--- config.mk ---
export PLATFORM = sky130hd
export DESIGN_NAME = retire_trace_buffer
export DESIGN_NICKNAME = d
export VERILOG_FILES = /design/src/rtl/retire_trace_buffer.sv
export SDC_FILE = /design/constraint.sdc
export NUM_CORES = 1
export LEC_CHECK = 0
export CAP_MARGIN = 10
export CORE_AREA = 3 3 249 251
export CTS_CLUSTER_SIZE = 28
export DETAILED_ROUTE_END_ITERATION = 8
export DIE_AREA = 0 0 252 254
export PLACE_DENSITY = 0.75
export SLEW_MARGIN = 20
export SYNTH_ARGS = -nofsm -noshare
export SYNTH_HDL_FRONTEND = slang
export SYNTH_SLANG_ARGS = --single-unit
--- constraint.sdc ---
create_clock -name i_clk -period 5.09 [get_ports i_clk]
set_input_delay 0.509 -clock i_clk [delete_from_list [all_inputs] [get_ports i_clk]]
set_output_delay 0.509 -clock i_clk [all_outputs]
set_load 0.02 [all_outputs]
--- src/rtl/retire_trace_buffer.sv ---
// Purpose : capture retired PCs into a FWFT trace FIFO with sequence tags, count retirements, detect jump-to-self halt.
// Latency : a push into an empty FIFO shows on o_trace_* one cycle later (never bypassed); pop is same-cycle.
// Backpressure: i_trace_rdy low holds the head; a retirement into a full FIFO without a pop is dropped and o_overflow is set.
//
// Ports:
//   i_clk, i_reset (async, active-low)
//   i_pc_debug / i_insn_vld : retirement input (sampled only when i_insn_vld=1)
//   i_clear                 : synchronous clear of all state
//   o_trace_pc/o_trace_seq/o_trace_vld, i_trace_rdy : trace drain port
//   o_full, o_empty, o_overflow, o_retire_cnt, o_halt : status
module retire_trace_buffer #(
    parameter int DEPTH       = 16,
    parameter int HALT_REPEAT = 2
) (
    input  logic        i_clk,
    input  logic        i_reset,
    input  logic [31:0] i_pc_debug,
    input  logic        i_insn_vld,
    input  logic        i_clear,
    output logic [31:0] o_trace_pc,
    output logic [15:0] o_trace_seq,
    output logic        o_trace_vld,
    input  logic        i_trace_rdy,
    output logic        o_full,
    output logic        o_empty,
    output logic        o_overflow,
    output logic [31:0] o_retire_cnt,
    output logic        o_halt
);

    localparam int AW = $clog2(DEPTH);
    localparam int RW = $clog2(HALT_REPEAT + 1);
    localparam logic [RW-1:0] REP_ONE = RW'(1);
    localparam logic [RW-1:0] REP_MAX = RW'(HALT_REPEAT);

    typedef struct packed {
        logic [31:0] pc;
        logic [15:0] seq;
    } entry_t;

    entry_t          mem [DEPTH];
    logic [AW:0]     wr_ptr;
    logic [AW:0]     rd_ptr;
    logic [31:0]     last_pc;
    logic            last_pc_vld;
    logic [RW-1:0]   rep;
    logic [RW-1:0]   rep_nxt;
    logic            overflow;
    logic            halt;
    logic [31:0]     retire_cnt;

    logic            full;
    logic            empty;
    logic            accept;
    logic            pop;
    logic            push_ok;
    logic            same_pc;
    entry_t          head;

    // Extra pointer MSB distinguishes full from empty when indices match.
    assign empty = (wr_ptr == rd_ptr);
    assign full  = (wr_ptr[AW] != rd_ptr[AW]) && (wr_ptr[AW-1:0] == rd_ptr[AW-1:0]);

    // Clear wins over everything, halt freezes the retirement side.
    assign accept  = i_insn_vld && !halt && !i_clear;
    assign pop     = !empty && i_trace_rdy && !i_clear;
    // A full FIFO still takes a push when the head leaves in the same cycle.
    assign push_ok = accept && (!full || pop);

    always_comb begin
        same_pc = last_pc_vld && (i_pc_debug == last_pc);
        rep_nxt = REP_ONE;
        if (same_pc) begin
            rep_nxt = (rep == REP_MAX) ? rep : rep + REP_ONE;
        end
    end

    always_ff @(posedge i_clk or negedge i_reset) begin
        if (!i_reset) begin
            wr_ptr      <= '0;
            rd_ptr      <= '0;
            last_pc     <= '0;
            last_pc_vld <= 1'b0;
            rep         <= '0;
            overflow    <= 1'b0;
            halt        <= 1'b0;
            retire_cnt  <= '0;
        end else if (i_clear) begin
            wr_ptr      <= '0;
            rd_ptr      <= '0;
            last_pc     <= '0;
            last_pc_vld <= 1'b0;
            rep         <= '0;
            overflow    <= 1'b0;
            halt        <= 1'b0;
            retire_cnt  <= '0;
        end else begin
            if (accept) begin
                retire_cnt  <= retire_cnt + 32'd1;
                last_pc     <= i_pc_debug;
                last_pc_vld <= 1'b1;
                rep         <= rep_nxt;
                if (rep_nxt == REP_MAX) begin
                    halt <= 1'b1;
                end
                if (full && !pop) begin
                    overflow <= 1'b1;
                end
            end
            if (push_ok) begin
                wr_ptr <= wr_ptr + 1'b1;
            end
            if (pop) begin
                rd_ptr <= rd_ptr + 1'b1;
            end
        end
    end

    // Storage is not reset; the empty decode masks stale contents.
    always_ff @(posedge i_clk) begin
        if (push_ok) begin
            mem[wr_ptr[AW-1:0]] <= '{pc: i_pc_debug, seq: retire_cnt[15:0]};
        end
    end

    assign head         = mem[rd_ptr[AW-1:0]];
    assign o_trace_pc   = empty ? 32'd0 : head.pc;
    assign o_trace_seq  = empty ? 16'd0 : head.seq;
    assign o_trace_vld  = !empty;
    assign o_full       = full;
    assign o_empty      = empty;
    assign o_overflow   = overflow;
    assign o_retire_cnt = retire_cnt;
    assign o_halt       = halt;

endmodule

==> results.md <==
* Status: completed
* Vias in the first global route at 17,200
* Multi-input logic area at 7520 µm²
* Layout cells sized above 1 at 0.217
* Site Rows at 90
* Wire per inst at 29.0 µm
* Dpl hpwl at 43.7 mm
* Gpl congestion at 0.827
* Skew-Pair Late Insertion Delay at 0.62 ns
* Ys flop type: edfxtp_1
* Max-slew headroom at 0.302
* RSZ-0062 raised after global routing: false
* Vias per Instance at 6.39
* Layout Area Growth over Synthesis at 15.6%
* Synth cell types at 44
* Worst vdd ir at 0.293 mV
* Die Height at 254 µm
* Drc violations at 0
* Final setup vio count at 0
* Clk_skew at 0.0196 ns
* CTS tree: built
* Power per cell area at 413 nW/µm²
* Static leakage at 12.2 nW
* Vias after detailed routing at 16,900
* Max-Cap Viols at 0
* Initial antenna violation count at 2
* # nets final at 1,854
* CTS Root Cell: clkbuf_16
* Pre-antenna DRT Iters at 6
* Cells after Synth at 1,637
* Slowest stage delay, CP at 0.80 ns
* Die area at 64,000 µm²
* Finished Cell Area at 37,900 µm²
* Gr ovfl total at 0
* Crit share post-route at 0.871
* Most frequent cells in the layout: edfxtp_1 (768), mux4_2 (192), clkdlybuf4s50_1 (119)
* GRT Util Overall at 0.247
* Core area at 60,100 µm²
* Tmin final at 4.43 ns
* Input/output buffers at 121
* Slew Viols, Final at 0
* WP buf/inv at 3
* Async set-reset flop share out of synthesis at 0.0933
* Most common cell after layout, fill and taps aside: edfxtp_1
* Largest net degree at the start of global routing at 101
* Post-synth EDFFs at 768
* Register area at 25,000 µm²
* DR iter-0 viols at 2,202
* First-pass GRT wire length at 115 mm
* Top delay family on crit path: buffers and inverters
* Final setup TNS at 0 ns
* Post-route ant nets at 0
* CP required at 4.58 ns
* Endpoints failing hold at 0
* CP max stage cell: dfrtp_4
* Endpoint class of the critical path: primary output
* CP Launch Type: flip-flop
* Final wirelength at 76.8 mm
* Clock H-tree levels at 3
* Antenna Cells at 0
* Seq cells post-synth at 847
* HP Class: in -> reg
* Seq/Total Area, Yosys at 0.763
* Filler cells at 4,008
* Slew @ Worst Pin at 1.04 ns
* Post-Syn Area at 32,800 µm²
* Cts repair resizes at 0
* Worst Path Arrival at 3.92 ns
* Synthesized Nets at 1,681
* Placed inst area at 35,300 µm²
* Io pins at 122
* Worst-path cell chain: xor2_1 > nor4_4 > nand2_1 > inv_2 > buf_4 > a21oi_1 > clkdlybuf4s50_1
* Cts bufs inserted at 79
* Clk sink count at 847
* YS warnings at 0
* Die width at 252 µm
* Post-Synthesis Mean Instance Area at 20.0 µm²
* CTS max path bufs at 3
* Starting Density at 0.546
* Max Clock Freq at 226 MHz
* Clock transition at the registers of the reported paths at 0.07 ns
* Kind of critical path: reg -> out
* Worst-path maximum fanout at 35
==> layout make-up <==
cell class / instances / share of cell area
clock inverters: 41 / 0.0104
repair buffers: 181 / 0.0464
well taps: 782 / 0.0258
inverters: 8 / 0.000792
multi-input cells: 693 / 0.198
flip-flops and latches: 847 / 0.660
clock buffers: 100 / 0.0580
==> report_power, final <==
part	total, mW	switching, mW	internal (mW)	leakage, nW
Combinational	2.09	1.16	0.931	2.73
Sequential	7.67	0.0435	7.63	8.21
Clock	5.92	2.50	3.42	1.26
Total	15.7	3.70	12.0	12.2
==> synthesized netlist by cell type, types with 15 or more instances <==
master / instances / share of area
edfxtp_1: 768 / 0.70
mux4_2: 192 / 0.13
a22oi_1: 96 / 0.022
a21oi_1: 90 / 0.014
nand2_1: 89 / 0.010
dfrtp_1: 79 / 0.060
nor2_1: 63 / 0.0072
clkbuf_1: 55 / 0.0063
xnor2_1: 43 / 0.011
xor2_1: 28 / 0.0075
buf_2: 25 / 0.0038
nand4_1: 21 / 0.0040
nand3_1: 15 / 0.0023
==> timing repair <==
action	CTS	global route
hold buffers	0	1
setup buffers	0	0
hold endpoints to repair	0	26
==> per-stage QoR <==
step / hold WS (ns) / power (mW) / setup slack [ns] / util / instances
floorplan: 0.213 / 9.12 / -0.166 / - / 1637
global placement: 0.481 / 9.90 / 1.42 / 0.587 / 2510
detailed placement: 0.491 / 9.91 / 1.35 / 0.587 / 2510
CTS: 0.0775 / 15.8 / 0.619 / 0.631 / 2651
global route: 0.439 / 16.2 / 0.536 / 0.631 / 2652
finish: 0.458 / 15.7 / 0.658 / 0.631 / 2652
==> sequential cells by signal, summed over array words and instances (netlist names) <==
| register | flops |
|---|---|
| mem | 768 |
| last_pc | 32 |
| o_retire_cnt | 32 |
| rd_ptr | 5 |
| wr_ptr | 5 |
| rep | 2 |
| last_pc_vld | 1 |
| o_halt | 1 |
| o_overflow | 1 |
==> cells by family (layout without fill, tap and decap cells) <==
logic type | count (synthesis) | count (layout) | synth area share
multiplexers | 195 | 195 | 0.133
flip-flops | 847 | 847 | 0.763
AO/OA/AOI/OAI | 195 | 195 | 0.0375
buffers and inverters | 97 | 330 | 0.0122
adder cells (fa/ha/maj) | 7 | 7 | 0.00267
AND/OR/NAND/NOR | 225 | 225 | 0.0327
XOR/XNOR | 71 | 71 | 0.0190
==> path summary, 6_finish.rpt <==
kind,startpoint,to,slack [ns],cells after the start
max,rd_ptr[1],o_trace_seq[13],0.66,7
min,i_clear,wr_ptr[2],0.46,3
max reg2reg,rd_ptr[1],mem[8][22],1.55,6
min reg2reg,last_pc_vld,last_pc_vld,0.50,2
max in group asynchronous,i_reset,rd_ptr[1],4.00,2
min in group asynchronous,i_reset,o_retire_cnt[20],0.50,2
==> routing by layer <==
layer,GRT usage,wire length (µm),vias to the layer above
met2,0.365,35600,938
met4,0.0738,1830,4
met3,0.0671,9040,120
met5,0,27,-
met1,0.366,30300,8867
li1,-,-,7010
==> worst min-delay path, stage by stage <==
cell,delay [ns]
buf_2,0.17
nor2_1,0.19
a31o_2,0.18
No activity file was read; power rests on OpenSTA's default activity.
==> patch 1 (same flow settings) <==
`DEPTH`: 16 -> 8.
--- a/src/rtl/retire_trace_buffer.sv
+++ b/src/rtl/retire_trace_buffer.sv
@@ -10,5 +10,5 @@
 //   o_full, o_empty, o_overflow, o_retire_cnt, o_halt : status
 module retire_trace_buffer #(
-    parameter int DEPTH       = 16,
+    parameter int DEPTH       = 8,
     parameter int HALT_REPEAT = 2
 ) (
Check against the original RTL: same outputs for any inputs over 4 cycles, from zero or initial values and one cycle with i_reset low; that may be too few to reach the edited logic, so the function may still have changed.
==> patch 1 against the unedited design <==
  * Cell count down 25%
  * First-iteration DRC count down 68%
  * Worst setup slack improved by 0.61 ns
  * Design area down 42%
  * Area after synthesis decreased by 44%
  * Total power is 45% lower
  * Synthesized cell count is 37% lower
  * Largest power group unchanged
  * Sequential cell count shrank 386
  * Routed wire length fell by 44%
==> patch 1: results (changes against the unedited design) <==
\begin{tabular}{lr}
\hline
Metric & Value \\
\hline
\multicolumn{2}{l}{\textbf{Final layout}} \\
Largest register FFs & 384 (-50\%) \\
Number of nets at the end of the flow & 1220 (-34\%) \\
Number of combinational gates with multiple inputs & 514 (-26\%) \\
Number of standard cells in the final layout excluding fillers & 1996 (-25\%) \\
Buffers outside the clock class & 150 (-17\%) \\
Count of antenna diodes in the layout & 1 (+1) \\
Share of cell area taken by flip-flops and latches & 60.9\% (-5.2 points) \\
Clk cell area share & 6.08\% (-0.77 points) \\
\multicolumn{2}{l}{\textbf{Hold path}} \\
Cell count of the worst hold path & 2 (-1) \\
\multicolumn{2}{l}{\textbf{Global route}} \\
Vias in the first global route & 10377 (-40\%) \\
Largest net degree at the start of global routing & 64 (-37\%) \\
Antenna violations before repair & 1 (-1) \\
Global-route wire length before repair & 65.3 mm (-43\%) \\
\multicolumn{2}{l}{\textbf{Synthesis}} \\
Synthesized netlist net count & 1078 (-36\%) \\
Asr flop ratio synth & 16.7\% (+7.4 points) \\
EDFF count, synth & 384 (-50\%) \\
Leading cell types by count after synthesis & sky130\_fd\_sc\_hd\_\_edfxtp\_1 (384), sky130\_fd\_sc\_hd\_\_mux4\_2 (96), sky130\_fd\_sc\_hd\_\_nor2\_1 (90) \\
Sequential area share after synthesis & 72.6\% (-3.7 points) \\
Number of distinct standard cells referenced by the synthesized netlist & 42 (-4.5\%) \\
\multicolumn{2}{l}{\textbf{Setup path}} \\
Maximum fanout count along the critical path & 24 (-31\%) \\
Critical path's largest stage delay & 0.67 ns (-0.13 ns) \\
Reg-to-reg critical path endpoint & mem[2][6] \\
RR Startpoint & rd\_ptr[0] \\
\multicolumn{2}{l}{\textbf{Placement}} \\
Post-Place Cells & 1914 (-24\%) \\
\multicolumn{2}{l}{\textbf{Clock network}} \\
Number of buffers added by the clock tree synthesis step & 44 (-44\%) \\
H-tree Lvls & 2 (-1) \\
Insertion delay to the later sink of the worst-skew pair & 0.54 ns (-0.08 ns) \\
\multicolumn{2}{l}{\textbf{Drt}} \\
Initial detailed-routing violation count & 696 (-68\%) \\
Post-DR vias/cell & 4.92 (-23\%) \\
Top routing layer in use & met4 \\
Detailed route wirelength on metal2 & 20.9 mm (-41\%) \\
Amount of wire on met3 after detailed routing & 2.67 mm (-70\%) \\
Number of iterations in the first detailed-routing pass & 5 (-1) \\
\multicolumn{2}{l}{\textbf{Timing}} \\
Post-layout minimum cycle time & 3.82 ns (-0.608 ns) \\
\multicolumn{2}{l}{\textbf{Power and ir drop}} \\
Leakage power & 7.12 nW (-42\%) \\
\multicolumn{2}{l}{\textbf{Run status}} \\
Run status & finished clean \\
\hline
\end{tabular}
-- patch 1: changes by cell type after synthesis, sizes merged, moves of 36 or more --
cell and delta:
clkbuf -36, mux2i +50, a21oi -53, a22oi -96
edfxtp -384, mux4 -96
-- patch 1: cells by family after synthesis --
family                   count (synthesis)  synth area share (%)
flip-flops                             461                  72.6
AND/OR/NAND/NOR                        247                  6.49
multiplexers                           147                  14.4
XOR/XNOR                                67                  3.17
buffers and inverters                   62                  1.58
AO/OA/AOI/OAI                           49                  1.45
adder cells (fa/ha/maj)                  4                 0.270
-- patch 1: per-stage QoR --
step                      setup WS [ns]  cell area [um2]
after CTS                          1.12            22100
after detailed placement           1.72            20800
after floorplan                   0.158            18600
after global placement             1.73            20800
final                              1.27            22100
after global routing              0.999            22100
-- patch 1: what timing repair did --
| item | 4_1_cts | 5_1_grt |
|---|---|---|
| setup endpoints to repair | 0 | 0 |
| buffers inserted | 0 | 0 |
| hold buffers | 1 | 0 |
| hold endpoints to repair | 17 | 0 |
-- patch 1: report_power, final --
group | switching [mW] | internal [mW] | leakage (nW) | total, mW
clock network | 1.34 | 1.76 | 0.653 | 3.10
logic | 0.721 | 0.635 | 2.02 | 1.36
registers | 0.0693 | 4.15 | 4.45 | 4.22
-- patch 1: how the worst max path moves through the flow --
stage	startpoint	to	cells after the start
after floorplan	i_insn_vld	mem[5][0]	5
after global placement	rd_ptr[0]	o_trace_pc[19]	6
after detailed placement	rd_ptr[0]	o_empty	5
after CTS	rd_ptr[0]	o_empty	5
after global routing	rd_ptr[0]	o_empty	5
final	rd_ptr[0]	o_empty	5
-- patch 1: per-layer routing --
metal / up-vias / track usage [%]
met3: 61 / 2.76
li1: 4293 / -
met2: 325 / 22.2
met5: - / 0
met1: 5148 / 18.3
met4: 0 / 3.18
==> patch 2 (config.mk and constraints unchanged) <==
Made on the original files. Register the output `o_retire_cnt` once more, cleared by the reset; this adds one clock of latency there. The other outputs are not delayed to match.
--- a/src/rtl/retire_trace_buffer.sv
+++ b/src/rtl/retire_trace_buffer.sv
@@ -131,5 +131,11 @@
     assign o_empty      = empty;
     assign o_overflow   = overflow;
-    assign o_retire_cnt = retire_cnt;
+    always_ff @(posedge i_clk or negedge i_reset) begin
+        if (!i_reset) begin
+            o_retire_cnt <= '0;
+        end else begin
+            o_retire_cnt <= retire_cnt;
+        end
+    end
     assign o_halt       = halt;
 
Behaviour: not the same (Yosys sat finds a counterexample within 4 cycles, from zero or initial values and one cycle with i_reset low).
==> patch 2 against the unedited design <==
  * Design area up 2.6%
  * Worst setup slack gained 0.10 ns
  * Sequential power is 3.4% higher
  * Critical endpoint is now o_trace_pc[27]
  * Worst hold slack worse by 0.42 ns
  * Die area unchanged
  * Clock power rose by 8.8%
  * Area after synthesis up 2.7%
  * Count of clock-buffer cells in the layout up 22
  * Synthesized cell count grew 1.5%
  * Routed wire length barely moved
  * Sequential cell count increased by 32
  * Via count increased by 0.83%
  * Total power rose by 4.6%
==> patch 2: results (changes against the unedited design) <==
\begin{tabular}{lr}
\hline
Metric & Value \\
\hline
\multicolumn{2}{l}{\textbf{Final layout}} \\
Signal inverters & 9 (+1) \\
Clk cell area share & 7.46\% (+0.61 points) \\
Share of cell area taken by flip-flops and latches & 66.4\% (+0.38 points) \\
Multi-input combinational area share & 19.2\% (-0.59 points) \\
Number of filler instances in the final layout & 3891 (-2.9\%) \\
Multi-input gate area in the final layout & 7490 um2 (-0.45\%) \\
Number of nets at the end of the flow & 1871 (+0.92\%) \\
\multicolumn{2}{l}{\textbf{Hold path}} \\
Path class of the lowest-slack min-delay path & in -> async \\
\multicolumn{2}{l}{\textbf{Timing}} \\
Slew @ Worst Pin & 1.08 ns (+0.0370 ns) \\
\multicolumn{2}{l}{\textbf{Power and ir drop}} \\
Combinational cell power & 2.02 mW (-3\%) \\
Leakage power & 12.8 nW (+4.8\%) \\
\multicolumn{2}{l}{\textbf{Global route}} \\
Met1 global-route usage & 35.3\% (-1.4 points) \\
Aggregate global-route resource usage & 24.6\% (-0.048 points) \\
\multicolumn{2}{l}{\textbf{Setup path}} \\
Maximum fanout count along the critical path & 33 (-5.7\%) \\
Reg2reg setup slack & 1.92 ns (+0.37 ns) \\
Master of the slowest instance on the critical path & sky130\_fd\_sc\_hd\_\_inv\_2 \\
Reg-to-reg critical path endpoint & mem[13][16] \\
Data arrival time of the worst path & 3.82 ns (-0.10 ns) \\
\multicolumn{2}{l}{\textbf{Drt}} \\
Detailed-routing wirelength on met1 & 30.8 mm (+1.4\%) \\
Amount of wire on met3 after detailed routing & 6.14 mm (-32\%) \\
Top routing layer in use & met4 \\
\multicolumn{2}{l}{\textbf{Clock network}} \\
Number of buffers added by the clock tree synthesis step & 86 (+8.9\%) \\
\multicolumn{2}{l}{\textbf{Placement}} \\
Post-Place Cells & 2521 (+0.44\%) \\
\multicolumn{2}{l}{\textbf{Synthesis}} \\
Sequential area share after synthesis & 76.7\% (+0.40 points) \\
Asr flop ratio synth & 12.6\% (+3.3 points) \\
Xor/xnor cell area share of the yosys netlist & 1.92\% (+0.029 points) \\
\multicolumn{2}{l}{\textbf{Run status}} \\
Run status & finished clean \\
\hline
\end{tabular}
patch 2: changes by cell type after synthesis, moves of 3 or more:
cell | before | now
sky130_fd_sc_hd__nand4_1 | 21 | 27
sky130_fd_sc_hd__clkbuf_1 | 55 | 38
sky130_fd_sc_hd__dfrtp_1 | 79 | 111
sky130_fd_sc_hd__nor2_1 | 63 | 60
sky130_fd_sc_hd__xor2_1 | 28 | 34
sky130_fd_sc_hd__a21oi_1 | 90 | 84
sky130_fd_sc_hd__and2_1 | 1 | 5
sky130_fd_sc_hd__nor2b_1 | 6 | 2
sky130_fd_sc_hd__nand2_1 | 89 | 82
sky130_fd_sc_hd__nand3_1 | 15 | 12
sky130_fd_sc_hd__buf_4 | 1 | 17
sky130_fd_sc_hd__xnor2_1 | 43 | 40
sky130_fd_sc_hd__mux2i_1 | 1 | 4
patch 2: cells by family after synthesis:
logic type / count (synthesis)
xor+xnor: 74
buf+inv: 100
fa+ha+maj: 7
mux: 196
flops: 879
compound gates: 190
simple gates: 216
